===== config.mk =====
export PLATFORM = sky130hd
export DESIGN_NAME = conv3_layer_sched_flat
export DESIGN_NICKNAME = d
export VERILOG_FILES = /design/src/rtl/conv3_layer_sched_pkg.sv /design/src/rtl/conv3_layer_sched_if.sv /design/src/rtl/conv3_addr_walker.sv /design/src/rtl/conv3_layer_sched.sv /design/src/flat_wrapper.sv
export SDC_FILE = /design/constraint.sdc
export NUM_CORES = 1
export LEC_CHECK = 0
export CORE_MARGIN = 2
export CORE_UTILIZATION = 55
export DETAILED_ROUTE_END_ITERATION = 16
export HOLD_SLACK_MARGIN = 0.03
export PLACE_DENSITY = 0.81
export SYNTH_ARGS = -nofsm -noshare
export SYNTH_HDL_FRONTEND = slang
export SYNTH_HIERARCHICAL = 1
export SYNTH_SLANG_ARGS = --single-unit

===== constraint.sdc =====
create_clock -name clk -period 3.3 [get_ports clk]
set_input_delay 0.66 -clock clk [delete_from_list [all_inputs] [get_ports clk]]
set_output_delay 0.66 -clock clk [all_outputs]
set_load 0.05 [all_outputs]

===== src/rtl/conv3_layer_sched_pkg.sv =====
// rtl/conv3_layer_sched_pkg.sv - shared FSM encodings, error codes and defaults for the conv3 layer sequencer
package conv3_layer_sched_pkg;

    localparam int WORD_BYTES_DEF = 4;

    typedef logic [2:0] sched_state_t;

    localparam sched_state_t S_IDLE      = 3'd0;
    localparam sched_state_t S_CHECK     = 3'd1;
    localparam sched_state_t S_ISSUE     = 3'd2;
    localparam sched_state_t S_WAIT_ACK  = 3'd3;
    localparam sched_state_t S_WAIT_DONE = 3'd4;
    localparam sched_state_t S_ADVANCE   = 3'd5;
    localparam sched_state_t S_FINISH    = 3'd6;

    localparam logic [1:0] ERR_NONE  = 2'd0;
    localparam logic [1:0] ERR_DIMS  = 2'd1;
    localparam logic [1:0] ERR_ABORT = 2'd2;
    localparam logic [1:0] ERR_WDOG  = 2'd3;

endpackage


===== src/rtl/conv3_layer_sched_if.sv =====
// rtl/conv3_layer_sched_if.sv - job handshake and window addresses between the sequencer and the conv engine
interface conv3_layer_sched_if;
    logic        eng_start;
    logic        eng_ready;
    logic [31:0] eng_input_addr;
    logic [31:0] eng_output_addr;

    modport master (output eng_start, output eng_input_addr, output eng_output_addr, input eng_ready);
    modport slave  (input eng_start, input eng_input_addr, input eng_output_addr, output eng_ready);
endinterface


===== src/rtl/conv3_addr_walker.sv =====
// rtl/conv3_addr_walker.sv - row/col walk over the output map with incremental window/result pointers
module conv3_addr_walker #(
    parameter int DIM_W      = 8,
    parameter int WORD_BYTES = 4
) (
    input  logic             clk,
    input  logic             rst_n,
    input  logic             load,
    input  logic             step,
    input  logic [31:0]      in_base,
    input  logic [31:0]      out_base,
    input  logic [DIM_W-1:0] img_w,
    input  logic [DIM_W-1:0] img_h,
    output logic [31:0]      in_ptr,
    output logic [31:0]      out_ptr,
    output logic             last
);
    localparam logic [31:0] STEP = 32'(WORD_BYTES);

    logic [DIM_W-1:0] row, col, row_max, col_max;
    logic [31:0]      in_row_ptr, row_stride;

    always_ff @(posedge clk) begin
        if (!rst_n) begin
            row        <= '0;
            col        <= '0;
            row_max    <= '0;
            col_max    <= '0;
            in_row_ptr <= '0;
            row_stride <= '0;
            in_ptr     <= '0;
            out_ptr    <= '0;
        end else if (load) begin
            row        <= '0;
            col        <= '0;
            row_max    <= img_h - DIM_W'(3);
            col_max    <= img_w - DIM_W'(3);
            // constant operand: folds to shift/add, evaluated once per layer
            row_stride <= 32'(img_w) * STEP;
            in_row_ptr <= in_base;
            in_ptr     <= in_base;
            out_ptr    <= out_base;
        end else if (step) begin
            out_ptr <= out_ptr + STEP;
            if (col < col_max) begin
                col    <= col + DIM_W'(1);
                in_ptr <= in_ptr + STEP;
            end else begin
                col        <= '0;
                row        <= row + DIM_W'(1);
                in_row_ptr <= in_row_ptr + row_stride;
                in_ptr     <= in_row_ptr + row_stride;
            end
        end
    end

    assign last = (row == row_max) && (col == col_max);

endmodule


===== src/rtl/conv3_layer_sched.sv =====
// rtl/conv3_layer_sched.sv - layer sequencer for the 3x3 conv engine; optional watchdog via CONV3_SCHED_WDOG_EN
module conv3_layer_sched
    import conv3_layer_sched_pkg::*;
#(
    parameter int DIM_W       = 8,
    parameter int WORD_BYTES  = WORD_BYTES_DEF,
    parameter int CNT_W       = 16,
    parameter int WDOG_CYCLES = 64
) (
    input  logic                 clk,
    input  logic                 rst_n,
    input  logic                 cfg_start,
    input  logic                 cfg_abort,
    input  logic [31:0]          cfg_in_base,
    input  logic [31:0]          cfg_out_base,
    input  logic [DIM_W-1:0]     cfg_img_w,
    input  logic [DIM_W-1:0]     cfg_img_h,
    conv3_layer_sched_if.master  eng,
    output logic                 busy,
    output logic                 done,
    output logic                 err,
    output logic [1:0]           err_code,
    output logic [CNT_W-1:0]     pix_count
);
    sched_state_t     state, state_nxt;
    logic             start_q, start_acc, abort_pend, abort_hit, dims_bad, wd_fire, walk_last;
    logic [31:0]      in_base_q, out_base_q, in_ptr, out_ptr;
    logic [DIM_W-1:0] w_q, h_q;

    if (WDOG_CYCLES < 1) begin : g_wdog_param_bad
        $error("conv3_layer_sched: WDOG_CYCLES must be at least 1");
    end

    assign start_acc = cfg_start && !start_q && (state == S_IDLE);
    assign dims_bad  = (w_q < DIM_W'(3)) || (h_q < DIM_W'(3));
    assign abort_hit = abort_pend || cfg_abort;

    assign busy                = (state != S_IDLE) && (state != S_FINISH);
    assign done                = (state == S_FINISH);
    assign eng.eng_start       = (state == S_ISSUE);
    assign eng.eng_input_addr  = in_ptr;
    assign eng.eng_output_addr = out_ptr;

    conv3_addr_walker #(.DIM_W(DIM_W), .WORD_BYTES(WORD_BYTES)) u_walker (
        .clk      (clk),
        .rst_n    (rst_n),
        .load     (state == S_CHECK),
        .step     (state == S_ADVANCE),
        .in_base  (in_base_q),
        .out_base (out_base_q),
        .img_w    (w_q),
        .img_h    (h_q),
        .in_ptr   (in_ptr),
        .out_ptr  (out_ptr),
        .last     (walk_last)
    );

`ifdef CONV3_SCHED_WDOG_EN
    localparam int WDOG_W = $clog2(WDOG_CYCLES + 1);
    logic [WDOG_W-1:0] wd_cnt;
    logic              in_wait;

    assign in_wait = (state == S_WAIT_ACK) || (state == S_WAIT_DONE);
    assign wd_fire = in_wait && (wd_cnt == WDOG_W'(WDOG_CYCLES - 1));

    always_ff @(posedge clk) begin
        if (!rst_n || !in_wait || (state_nxt != state)) wd_cnt <= '0;
        else                                            wd_cnt <= wd_cnt + WDOG_W'(1);
    end
`else
    assign wd_fire = 1'b0;
`endif

    always_comb begin
        state_nxt = state;
        case (state)
            S_IDLE:      if (start_acc) state_nxt = S_CHECK;
            S_CHECK:     state_nxt = dims_bad ? S_FINISH : S_ISSUE;
            S_ISSUE:     state_nxt = S_WAIT_ACK;
            S_WAIT_ACK:  if (wd_fire) state_nxt = S_FINISH;
                         else if (!eng.eng_ready) state_nxt = S_WAIT_DONE;
            S_WAIT_DONE: if (wd_fire) state_nxt = S_FINISH;
                         else if (eng.eng_ready) state_nxt = S_ADVANCE;
            S_ADVANCE:   state_nxt = (walk_last || abort_hit) ? S_FINISH : S_ISSUE;
            default:     state_nxt = S_IDLE;
        endcase
    end

    always_ff @(posedge clk) begin
        if (!rst_n) begin
            state      <= S_IDLE;
            start_q    <= 1'b0;
            abort_pend <= 1'b0;
            in_base_q  <= '0;
            out_base_q <= '0;
            w_q        <= '0;
            h_q        <= '0;
            err        <= 1'b0;
            err_code   <= ERR_NONE;
            pix_count  <= '0;
        end else begin
            state   <= state_nxt;
            start_q <= cfg_start;
            if (start_acc) begin
                in_base_q  <= cfg_in_base;
                out_base_q <= cfg_out_base;
                w_q        <= cfg_img_w;
                h_q        <= cfg_img_h;
                abort_pend <= 1'b0;
                err        <= 1'b0;
                err_code   <= ERR_NONE;
                pix_count  <= '0;
            end else begin
                if (busy && cfg_abort) abort_pend <= 1'b1;
                case (state)
                    S_CHECK: if (dims_bad) begin
                        err      <= 1'b1;
                        err_code <= ERR_DIMS;
                    end
                    S_WAIT_ACK, S_WAIT_DONE: if (wd_fire) begin
                        err      <= 1'b1;
                        err_code <= ERR_WDOG;
                    end
                    S_ADVANCE: begin
                        if (pix_count != {CNT_W{1'b1}}) pix_count <= pix_count + CNT_W'(1);
                        // the job that just finished is never cut short; abort lands here
                        if (abort_hit) begin
                            err      <= 1'b1;
                            err_code <= ERR_ABORT;
                        end
                    end
                    default: ;
                endcase
            end
        end
    end

endmodule


===== src/flat_wrapper.sv =====
// flat-port wrapper written by rule: the top's interface ports become plain ports
module conv3_layer_sched_flat import conv3_layer_sched_pkg::*;
#(
    parameter int DIM_W       = 8,
    parameter int WORD_BYTES  = WORD_BYTES_DEF,
    parameter int CNT_W       = 16,
    parameter int WDOG_CYCLES = 64
)
  (clk, rst_n, cfg_start, cfg_abort, cfg_in_base, cfg_out_base, cfg_img_w, cfg_img_h, busy, done, err, err_code, pix_count, eng_eng_start, eng_eng_input_addr, eng_eng_output_addr, eng_eng_ready);
  conv3_layer_sched_if eng_i ();
  input  logic clk;
  input  logic rst_n;
  input  logic cfg_start;
  input  logic cfg_abort;
  input  logic [31:0] cfg_in_base;
  input  logic [31:0] cfg_out_base;
  input  logic [DIM_W-1:0] cfg_img_w;
  input  logic [DIM_W-1:0] cfg_img_h;
  output logic busy;
  output logic done;
  output logic err;
  output logic [1:0] err_code;
  output logic [CNT_W-1:0] pix_count;
  output wire logic [$bits(eng_i.eng_start)-1:0] eng_eng_start;
  output wire logic [$bits(eng_i.eng_input_addr)-1:0] eng_eng_input_addr;
  output wire logic [$bits(eng_i.eng_output_addr)-1:0] eng_eng_output_addr;
  input wire logic [$bits(eng_i.eng_ready)-1:0] eng_eng_ready;
  assign eng_eng_start = eng_i.eng_start;
  assign eng_eng_input_addr = eng_i.eng_input_addr;
  assign eng_eng_output_addr = eng_i.eng_output_addr;
  assign eng_i.eng_ready = eng_eng_ready;
  conv3_layer_sched #(.DIM_W(DIM_W), .WORD_BYTES(WORD_BYTES), .CNT_W(CNT_W), .WDOG_CYCLES(WDOG_CYCLES)) u_core (.clk(clk), .rst_n(rst_n), .cfg_start(cfg_start), .cfg_abort(cfg_abort), .cfg_in_base(cfg_in_base), .cfg_out_base(cfg_out_base), .cfg_img_w(cfg_img_w), .cfg_img_h(cfg_img_h), .eng(eng_i), .busy(busy), .done(done), .err(err), .err_code(err_code), .pix_count(pix_count));
endmodule

# --- After elaboration in Yosys (flattened, before gate mapping) ---
# Index checks and enable logic that the tools add are counted.
classes:
  addsub: 8
  n_lt_le_gt_ge: 3
  eq_ne: 16
  mux: 21
  n_bitwise: 2
  n_reduce_logical: 19
op_table:
  columns: ["op", "n"]
  rows:
  - ["two-way mux 32 bit", 8]
  - ["adder 32 x 3 -> 32 bit (second input constant)", 2]
  - ["adder 32 x 10 -> 32 bit", 1]
  - ["case mux 3 bit (6 select lines)", 1]
  - ["adder 16 x 1 -> 16 bit (second input constant)", 1]
  - ["adder 8 x 1 -> 8 bit (second input constant)", 2]
  - ["equality test 8 bit", 2]
  - ["less-than comparator 8 x 2 -> 1 bit (second input constant)", 2]
  - ["inequality test 16 bit (second input constant)", 1]
  - ["subtractor 8 x 2 -> 8 bit (second input constant)", 2]
  - ["two-way mux 3 bit", 5]
  - ["equality test 3 bit (second input constant)", 3]
  - ["less-than comparator 8 bit", 1]
  - ["two-way mux 8 bit", 1]
  - ["equality test 3 x 2 -> 1 bit (second input constant)", 2]
  - ["inequality test 2 x 1 -> 1 bit (second input constant)", 3]
  - ["inequality test 2 bit (second input constant)", 3]
  - ["AND reduction 2 bit", 3]
  - ["AND reduction 3 bit", 2]
  - ["logical AND 1 bit", 5]
  - ["two-way mux 2 bit", 2]
  - ["case mux 2 bit (2 select lines)", 1]
  - ["OR reduction 2 bit", 2]
  - ["equality test 3 x 1 -> 1 bit (second input constant)", 1]
  - ["9 further kinds", 13]
word_totals:
  regBits: 240
  input_bits: 85
  word_cells: 87

# --- Longest topological paths before layout ---
# Gate-level depths: netlist of the first run.
depth:
  depth_word: 5
  mapped_depth: 10
  ltp_nobuf: 10

# --- Hierarchy ---
# Netlist of the first run, hierarchy kept.
modules_own_cells:
  columns: ["mod", "instances", "cells_each", "area_per_inst_um2", "seq_area_each_um2"]
  rows:
  - ["conv3_addr_walker", 1, 1005, 8032.7, 2722.6]
  - ["conv3_layer_sched", 1, 499, 4216.5, 2082.0]

# --- Least setup slack after synthesis of the first run ---
# OpenSTA, ideal clock, no wires.
synth_path:
  path_kind: "register to register"
  start: "register u_core.u_walker.in_ptr[2]"
  end: "register u_core.u_walker.in_ptr[16]"
  setup_time_ps: 80
  arrival_time_ps: 2452
  setup_slack_ps: 768
  path_stages_with_launch: 8
  period_less_slack_ps: 2532
  path_cell_list: "dfxtp_1 > ha_1 > nand3_1 > or4_4 > or4_1 > a211oi_1 > a211oi_1 > o22ai_1"
synth_between:
  elab_chain_len: 4
synth_lines:
  columns: ["element", "line", "text"]
  rows:
  - ["start, declared", "conv3_addr_walker.sv:14", "output logic [31:0] in_ptr,"]
  - ["start signal, assigned", "conv3_addr_walker.sv:41", "in_ptr <= in_base;"]
  - ["start signal, assigned", "conv3_addr_walker.sv:47", "in_ptr <= in_ptr + STEP;"]
  - ["start signal, assigned", "conv3_addr_walker.sv:52", "in_ptr <= in_row_ptr + row_stride;"]
  - ["adder 32 x 3 -> 32 bit", "conv3_addr_walker.sv:47", null]
  - ["two-way mux 32 bit", "conv3_addr_walker.sv:45", "if (col < col_max) begin"]
  - ["two-way mux 32 bit", "conv3_addr_walker.sv:43", "end else if (step) begin"]
  - ["two-way mux 32 bit", "conv3_addr_walker.sv:33", "end else if (load) begin"]
# No other way between the ends. The select of a mux whose other input is x is not followed.
# A chain may end at the register's enable or synchronous reset.

# --- Final worst setup path of the first run ---
layout_path:
  start: "register u_core.state[0]"
  end: "register u_core.u_walker.out_ptr[31]"
layout_between:
  elab_chain_len: 2
  word_cells_on_any_way: 4
layout_lines:
  columns: ["element", "line", "text"]
  rows:
  - ["start, declared", "conv3_layer_sched.sv:25", "sched_state_t state, state_nxt;"]
  - ["start signal, assigned", "conv3_layer_sched.sv:102", "state <= state_nxt;"]
  - ["equality test 3 x 1 -> 1 bit or equality test 3 bit (tied branches)", "conv3_layer_sched.sv:47, conv3_layer_sched.sv:48", null]
  - ["two-way mux 32 bit or nonzero test 2 bit (tied branches)", null, null]
  - ["end signal, assigned", "conv3_addr_walker.sv:42", "out_ptr <= out_base;"]
  - ["end signal, assigned", "conv3_addr_walker.sv:44", "out_ptr <= out_ptr + STEP;"]
  - ["end, declared", "conv3_addr_walker.sv:15", "output logic [31:0] out_ptr,"]
# Several ways; a longest one is shown, not always the timed one.

==> impl_metrics.csv, run 1 <==
group,metric,value,unit
layout,layout_commonest_cell,"nand2_1",
worst_setup_path,end_kind,"flop",
layout,drive_above_1_share,6.03,%
grt,grt_max_degree,87,
grt,grt_busiest_layer,"met2",
grt,grt_pass1_vias,10920,
grt,grt_pass1_wl,55.7,mm
placement,dp_hpwl,24.2,mm
power_and_ir_drop,leakage,5.39,nW
placement,finalWeightedCongestion,0.948,
cts,clk_latency,0.52,ns
cts,cts_tree,"yes",
timing,slew_headroom,44.1,%
layout,layout.cells.non_filler,1939,
placement,io_buffers,170,
cts,cts_buffer_depth,3,
drt,dr.pass1.iters,6,
cts,cts_buffers,25,
grt,antenna_found_initial,0,
layout,diodes,0,
logic_synthesis,async_flop_share,0,%
logic_synthesis,syn_inst,1504,
drt,routed_wl,34.4,mm
placement,place_inst,1894,
worst_setup_path,arrival,3.24,ns
power_and_ir_drop,peakVddDrop,0.454,mV
timing,tightest_slew,0.838,ns
job,cap_viol_max_count,0,
cts,cts_hold_buf,0,
floorplan,io_pins,171,
drt,drt_iter0_markers,974,
status,status,"finished clean",
cts,cts_resized,0,
layout,mostFrequentLayoutCells,"nand2_1, dfxtp_1, clkdlybuf4s50_1",
cts,path_clk_slew,0.06,ns
timing,slew_viol_final,0,
logic_synthesis,netlist_area,0.0122,mm2
timing,setup_viol,0,
worst_setup_path,cp-start-kind,"flop",
grt,grt_use_total,28.5,%
logic_synthesis,yosysUniqueCellTypes,81,
timing,rsz0062_at_grt,"no",
timing,period_needed,2.86,ns
floorplan,die_area,0.0235,mm2
timing,finalCritPeriodShare,86.6,%
timing,fin_skew,0.0121,ns
placement,dpl_cell_area,0.0142,mm2
floorplan,rows,54,
drt,routed-via-count,11578,
grt,met3_usage,5.27,%
drt,drt.antenna.violating_nets,0,
floorplan,chipHeight,153,um
drt,drc_errors,0,
timing,fin_tns_setup,0,ns
power_and_ir_drop,switching_power,3.59,mW
cts,post_cts_buffers,0,
logic_synthesis,synth_flop_cell,"dfxtp_1",
worst_setup_path,ff2ff_setup_slack,0.44,ns
power_and_ir_drop,powerDensity,646,mW/mm2
grt,grt.met1_usage,39.1,%
worst_setup_path,crit_type,"flop to flop",
layout,area_growth_syn_to_layout,22.8,%
logic_synthesis,ys_seq_area_share,39.2,%
timing,fmax,350,MHz
logic_synthesis,yosys_register_bits,240,
logic_synthesis,synth_nets,1613,
layout,num-nets-final,1750,
layout,design_area,0.0150,mm2
cts,htree_levels,1,
logic_synthesis,avgSynthCellArea,8.14,um2
power_and_ir_drop,clock_power_share,29.8,%
cts,clock-root-buffer,"clkbuf_16",
floorplan,die_w,153,um
hold_path,hold_class,"flop to flop",
timing,hold_violations,0,
drt,vias_per_cell,5.97,
cts,clock_sinks,240,
floorplan,core,0.0218,mm2
grt,grt.overflow.total,0,
drt,wl_per_cell,17.8,um
power_and_ir_drop,p_sw_share,37.0,%
logic_synthesis,yosysWarnings,6,
floorplan,initial_core_util,56.1,%
power_and_ir_drop,seq_power_share,38.8,%
power_and_ir_drop,p_int,6.12,mW
worst_setup_path,path_max_fanout,13,
logic_synthesis,synth-edff-count,0,
power_and_ir_drop,power.share.combinational,31.4,%
grt,use_met2,46.4,%
worst_setup_path,required,3.68,ns
==> power groups by stage <==
stage	clock network, mW	logic [mW]	registers (mW)
after global placement	0	2.96	3.80
after floorplan	0	1.64	4.15
after detailed placement	0	3.00	3.82
after CTS	2.93	3.02	3.76
after global routing	3.03	3.28	3.83
final	2.89	3.05	3.77
==> through the flow <==
step	hold slack [ns]	power [mW]	utilization [%]	worst slack, ns
final	0.449	9.71	68.9	0.443
after detailed placement	0.442	6.82	65.0	0.484
after global routing	0.468	10.2	68.9	0.242
after floorplan	0.431	5.79	-	0.768
after CTS	0.450	9.71	68.9	0.436
after global placement	0.437	6.76	65.0	0.535
==> per-layer routing <==
metal  wire length [um]  vias to the layer above
met2              15600                      485
met3               3260                       56
met1              14800                     5414
met4                717                        0
li1                   -                     5623
met5                  0                        -
==> worst max-delay path, stage by stage, from the launching register on <==
cell and delay, ns:
dfxtp_1 0.62, nand3b_2 0.25, inv_2 0.26, nand4_1 0.26, nor3_2 0.49, nand3_1 0.26
nor4_1 0.35, xnor2_1 0.17, a21oi_1 0.08
==> synthesized netlist by cell type (9+ instances only) <==
cell,n,share of area (%)
nor2_1,121,3.7
ha_1,23,2.3
o22ai_1,9,0.46
nand3_1,46,1.9
or3_1,15,0.77
a31oi_1,21,1.1
a21oi_1,72,2.9
o21ai_0,82,3.4
nor4_1,11,0.56
mux2i_1,21,1.7
buf_2,15,0.61
xor2_1,59,4.2
and2_1,10,0.51
a211oi_1,24,1.5
nand2_1,257,7.9
nor3_1,21,0.86
xnor2_1,58,4.1
a311oi_1,9,0.64
nand4_1,34,1.7
o211ai_1,15,0.92
and3_1,14,0.71
dfxtp_1,240,39
or4_1,13,0.80
clkbuf_1,65,2.0
inv_1,30,0.92
a21boi_1,80,4.9
==> cell type report <==
class                      count  area (um2)
fill                        1797        6780
timing repair buffer         202        1950
inverter                      32         120
tap                          280         350
clock buffer                  36         747
clock inverter                 9         106
sequential                   240        4800
multi-input combinational   1140        6960
==> path summary, 6_finish.rpt <==
kind / startpoint / to / cells after the start
worst min register to register: u_core/in_base_q[7]$_SDFFE_PN0P_ / u_core/in_base_q[7]$_SDFFE_PN0P_ / 2
worst min-delay path: u_core/in_base_q[7]$_SDFFE_PN0P_ / u_core/in_base_q[7]$_SDFFE_PN0P_ / 2
worst max register to register: u_core/state[0]$_SDFFE_PN0P_ / u_core/u_walker/out_ptr[31]$_SDFFE_PN0N_ / 8
worst max-delay path: u_core/state[0]$_SDFFE_PN0P_ / u_core/u_walker/out_ptr[31]$_SDFFE_PN0N_ / 8
==> flip-flops by register name, summed over array words and instances, names as in the netlist, 16 cells and up <==
signal                      cells
u_core/in_base_q               32
u_core/out_base_q              32
u_core/pix_count               16
u_core/u_walker/out_ptr        32
u_core/u_walker/in_row_ptr     32
u_core/u_walker/in_ptr         32
==> logic make-up (layout without fill, tap and decap cells) <==
kind of cell,count (synthesis),after routing,share of synthesized area [%]
XOR/XNOR,117,117,8.37
AND/OR/NAND/NOR,579,579,22.2
multiplexers,22,22,1.81
buffers and inverters,124,279,4.12
AO/OA/AOI/OAI,398,398,21.8
adder cells (fa/ha/maj),24,24,2.51
flip-flops,240,240,39.2
Note: power is estimated with default switching activity, not from simulation.
==> run 2: changes to the inputs <==
--- a/config.mk
+++ b/config.mk
@@ -10,6 +10,7 @@
 export DETAILED_ROUTE_END_ITERATION = 16
 export HOLD_SLACK_MARGIN = 0.03
 export PLACE_DENSITY = 0.81
+export RECOVER_POWER = 50
 export SYNTH_ARGS = -nofsm -noshare
 export SYNTH_HDL_FRONTEND = slang
 export SYNTH_HIERARCHICAL = 1
==> impl_metrics.csv, run 2 (synthesis gave the netlist of run 1 again) <==
group,metric,value,unit
status,status,"finished with violations",
status,violations,"max-capacitance violations, max-slew violations",
worst_setup_path,critPathSlowestCell,"clkbuf_2",
power_and_ir_drop,peakVddDrop,0.454,mV
worst_setup_path,crit_end,"u_core/u_walker/in_ptr[3]$_SDFFE_PN0N_",
cts,cts_buffer_depth,3,
cts,clock-root-buffer,"clkbuf_16",
floorplan,die_w,153,um
floorplan,die_area,0.0235,mm2
timing,fin_tns_setup,0,ns
worst_setup_path,arrival,3.43,ns
cts,cts_tree,"yes",
worst_setup_path,required,3.76,ns
cts,cts_buffers,25,
job,cap_viol_max_count,1,
layout,drive_above_1_share,5.67,%
worst_setup_path,crit_start,"u_core/state[1]$_SDFFE_PN0P_",
layout,diodes,0,
power_and_ir_drop,p_sw_share,37.0,%
power_and_ir_drop,switching_power,3.57,mW
power_and_ir_drop,powerDensity,643,mW/mm2
power_and_ir_drop,clock_power_share,29.9,%
floorplan,initial_core_util,56.1,%
grt,grt_use_total,28.5,%
floorplan,io_pins,171,
worst_setup_path,path_cells,"nand2b_1 > nor2_4 > inv_1 > clkbuf_2 > nand2_1 > a311o_1 > nand2_1",
placement,finalWeightedCongestion,0.948,
grt,grt_max_degree,87,
timing,tightest_slew,1.65,ns
power_and_ir_drop,leakage,5.42,nW
timing,fin_ws,0.333,ns
cts,clock_sinks,240,
cts,clk_latency,0.52,ns
power_and_ir_drop,power.share.combinational,31.1,%
grt,grt.overflow.total,0,
power_and_ir_drop,p_int,6.09,mW
layout,register_area,0.00480,mm2
grt,grt_pass1_vias,10920,
grt,antenna_found_initial,0,
hold_path,hold_class,"flop to flop",
timing,slew_viol_final,82,
cts,htree_levels,1,
layout,multi_input_area,0.00696,mm2
placement,post-place-ws,0.484,ns
worst_setup_path,end_kind,"flop",
timing,fin_skew,0.0125,ns
timing,finalCritPeriodShare,89.9,%
layout,area_growth_syn_to_layout,22.6,%
timing,hold_violations,0,
drt,routed-via-count,11559,
worst_setup_path,cp_common_cell,"nand2_1",
placement,dp_hpwl,24.2,mm
timing,fmax,337,MHz
drt,drt.antenna.violating_nets,0,
power_and_ir_drop,seq_power_share,39.0,%
timing,rsz0062_at_grt,"no",
floorplan,chipHeight,153,um
worst_setup_path,reg2reg_to,"u_core/u_walker/in_ptr[3]$_SDFFE_PN0N_",
timing,slew_headroom,-9.89,%
cts,post_cts_buffers,0,
layout,final_core_util,68.8,%
worst_setup_path,crit_type,"flop to flop",
worst_setup_path,ff2ff_setup_slack,0.33,ns
placement,io_buffers,170,
cts,path_clk_slew,0.06,ns
drt,dr.pass1.iters,5,
layout,layout_commonest_cell,"nand2_1",
drt,wl_per_cell,17.8,um
cts,cts_hold_buf,0,
layout,mostFrequentLayoutCells,"nand2_1, dfxtp_1, clkdlybuf4s50_1",
worst_setup_path,ff2ff_path_depth,7,
layout,fillerInstances,1808,
drt,drt_iter0_markers,1011,
floorplan,rows,54,
cts,cts_resized,0,
worst_setup_path,max_stage_delay,0.76,ns
floorplan,core,0.0218,mm2
drt,drc_errors,0,
grt,grt_pass1_wl,55.7,mm
timing,setup_viol,0,
timing,worst_hold_slack,0.459,ns
worst_setup_path,cp-start-kind,"flop",
drt,vias_per_cell,5.96,
worst_setup_path,path_max_fanout,50,
layout,num-nets-final,1750,
drt,routed_wl,34.5,mm
worst_setup_path,regToRegStartpoint,"u_core/state[1]$_SDFFE_PN0P_",
timing,period_needed,2.97,ns
-- run 2: layout make-up --
class	count	area share [%]
multi-input cells	1140	46.3
flip-flops and latches	240	32.0
repair buffers	202	12.9
clock buffers	36	4.97
well taps	280	2.33
inverters	32	0.800
clock inverters	9	0.708
-- run 2: metrics by stage --
step	power (mW)	area, um2	cells
3_5_place_dp	6.82	14200	1894
6_report	9.66	15000	1939
2_1_floorplan	5.79	12200	1504
3_3_place_gp	6.76	14200	1894
4_1_cts	9.71	15000	1939
5_1_grt	10.1	15000	1939
-- run 2: layer usage --
metal,track usage (%),share of wire (%)
met1,39.1,43
met2,46.4,45
met4,7.14,2.0
met3,5.27,9.0
met5,0,0
-- run 2: critical path: cells and delay by family (launching register included) --
kind | cells | cell delay [ns]
buffers and inverters | 2 | 0.87
DFF | 1 | 0.61
and+or+nand+nor | 4 | 0.99
AOI/OAI and AO/OA | 1 | 0.43
-- run 2: power by group through the flow --
| stage | logic, mW | registers, mW | clock network, mW |
|---|---|---|---|
| 2_1_floorplan | 1.64 | 4.15 | 0 |
| 3_3_place_gp | 2.96 | 3.80 | 0 |
| 3_5_place_dp | 3.00 | 3.82 | 0 |
| 4_1_cts | 3.02 | 3.76 | 2.93 |
| 5_1_grt | 3.24 | 3.83 | 3.03 |
| 6_report | 3.00 | 3.77 | 2.89 |
-- run 2: how the worst min path moves through the flow --
stage | to | depth (start not counted) | slack (ns) | startpoint
2_1_floorplan | u_core/in_base_q[11]$_SDFFE_PN0P_ | 2 | 0.43 | u_core/in_base_q[11]$_SDFFE_PN0P_
3_3_place_gp | u_core/out_base_q[29]$_SDFFE_PN0P_ | 2 | 0.44 | u_core/out_base_q[29]$_SDFFE_PN0P_
3_5_place_dp | u_core/out_base_q[12]$_SDFFE_PN0P_ | 2 | 0.44 | u_core/out_base_q[12]$_SDFFE_PN0P_
4_1_cts | u_core/out_base_q[12]$_SDFFE_PN0P_ | 2 | 0.45 | u_core/out_base_q[12]$_SDFFE_PN0P_
5_1_grt | u_core/in_base_q[20]$_SDFFE_PN0P_ | 2 | 0.47 | u_core/in_base_q[20]$_SDFFE_PN0P_
6_report | u_core/in_base_q[7]$_SDFFE_PN0P_ | 2 | 0.46 | u_core/in_base_q[7]$_SDFFE_PN0P_
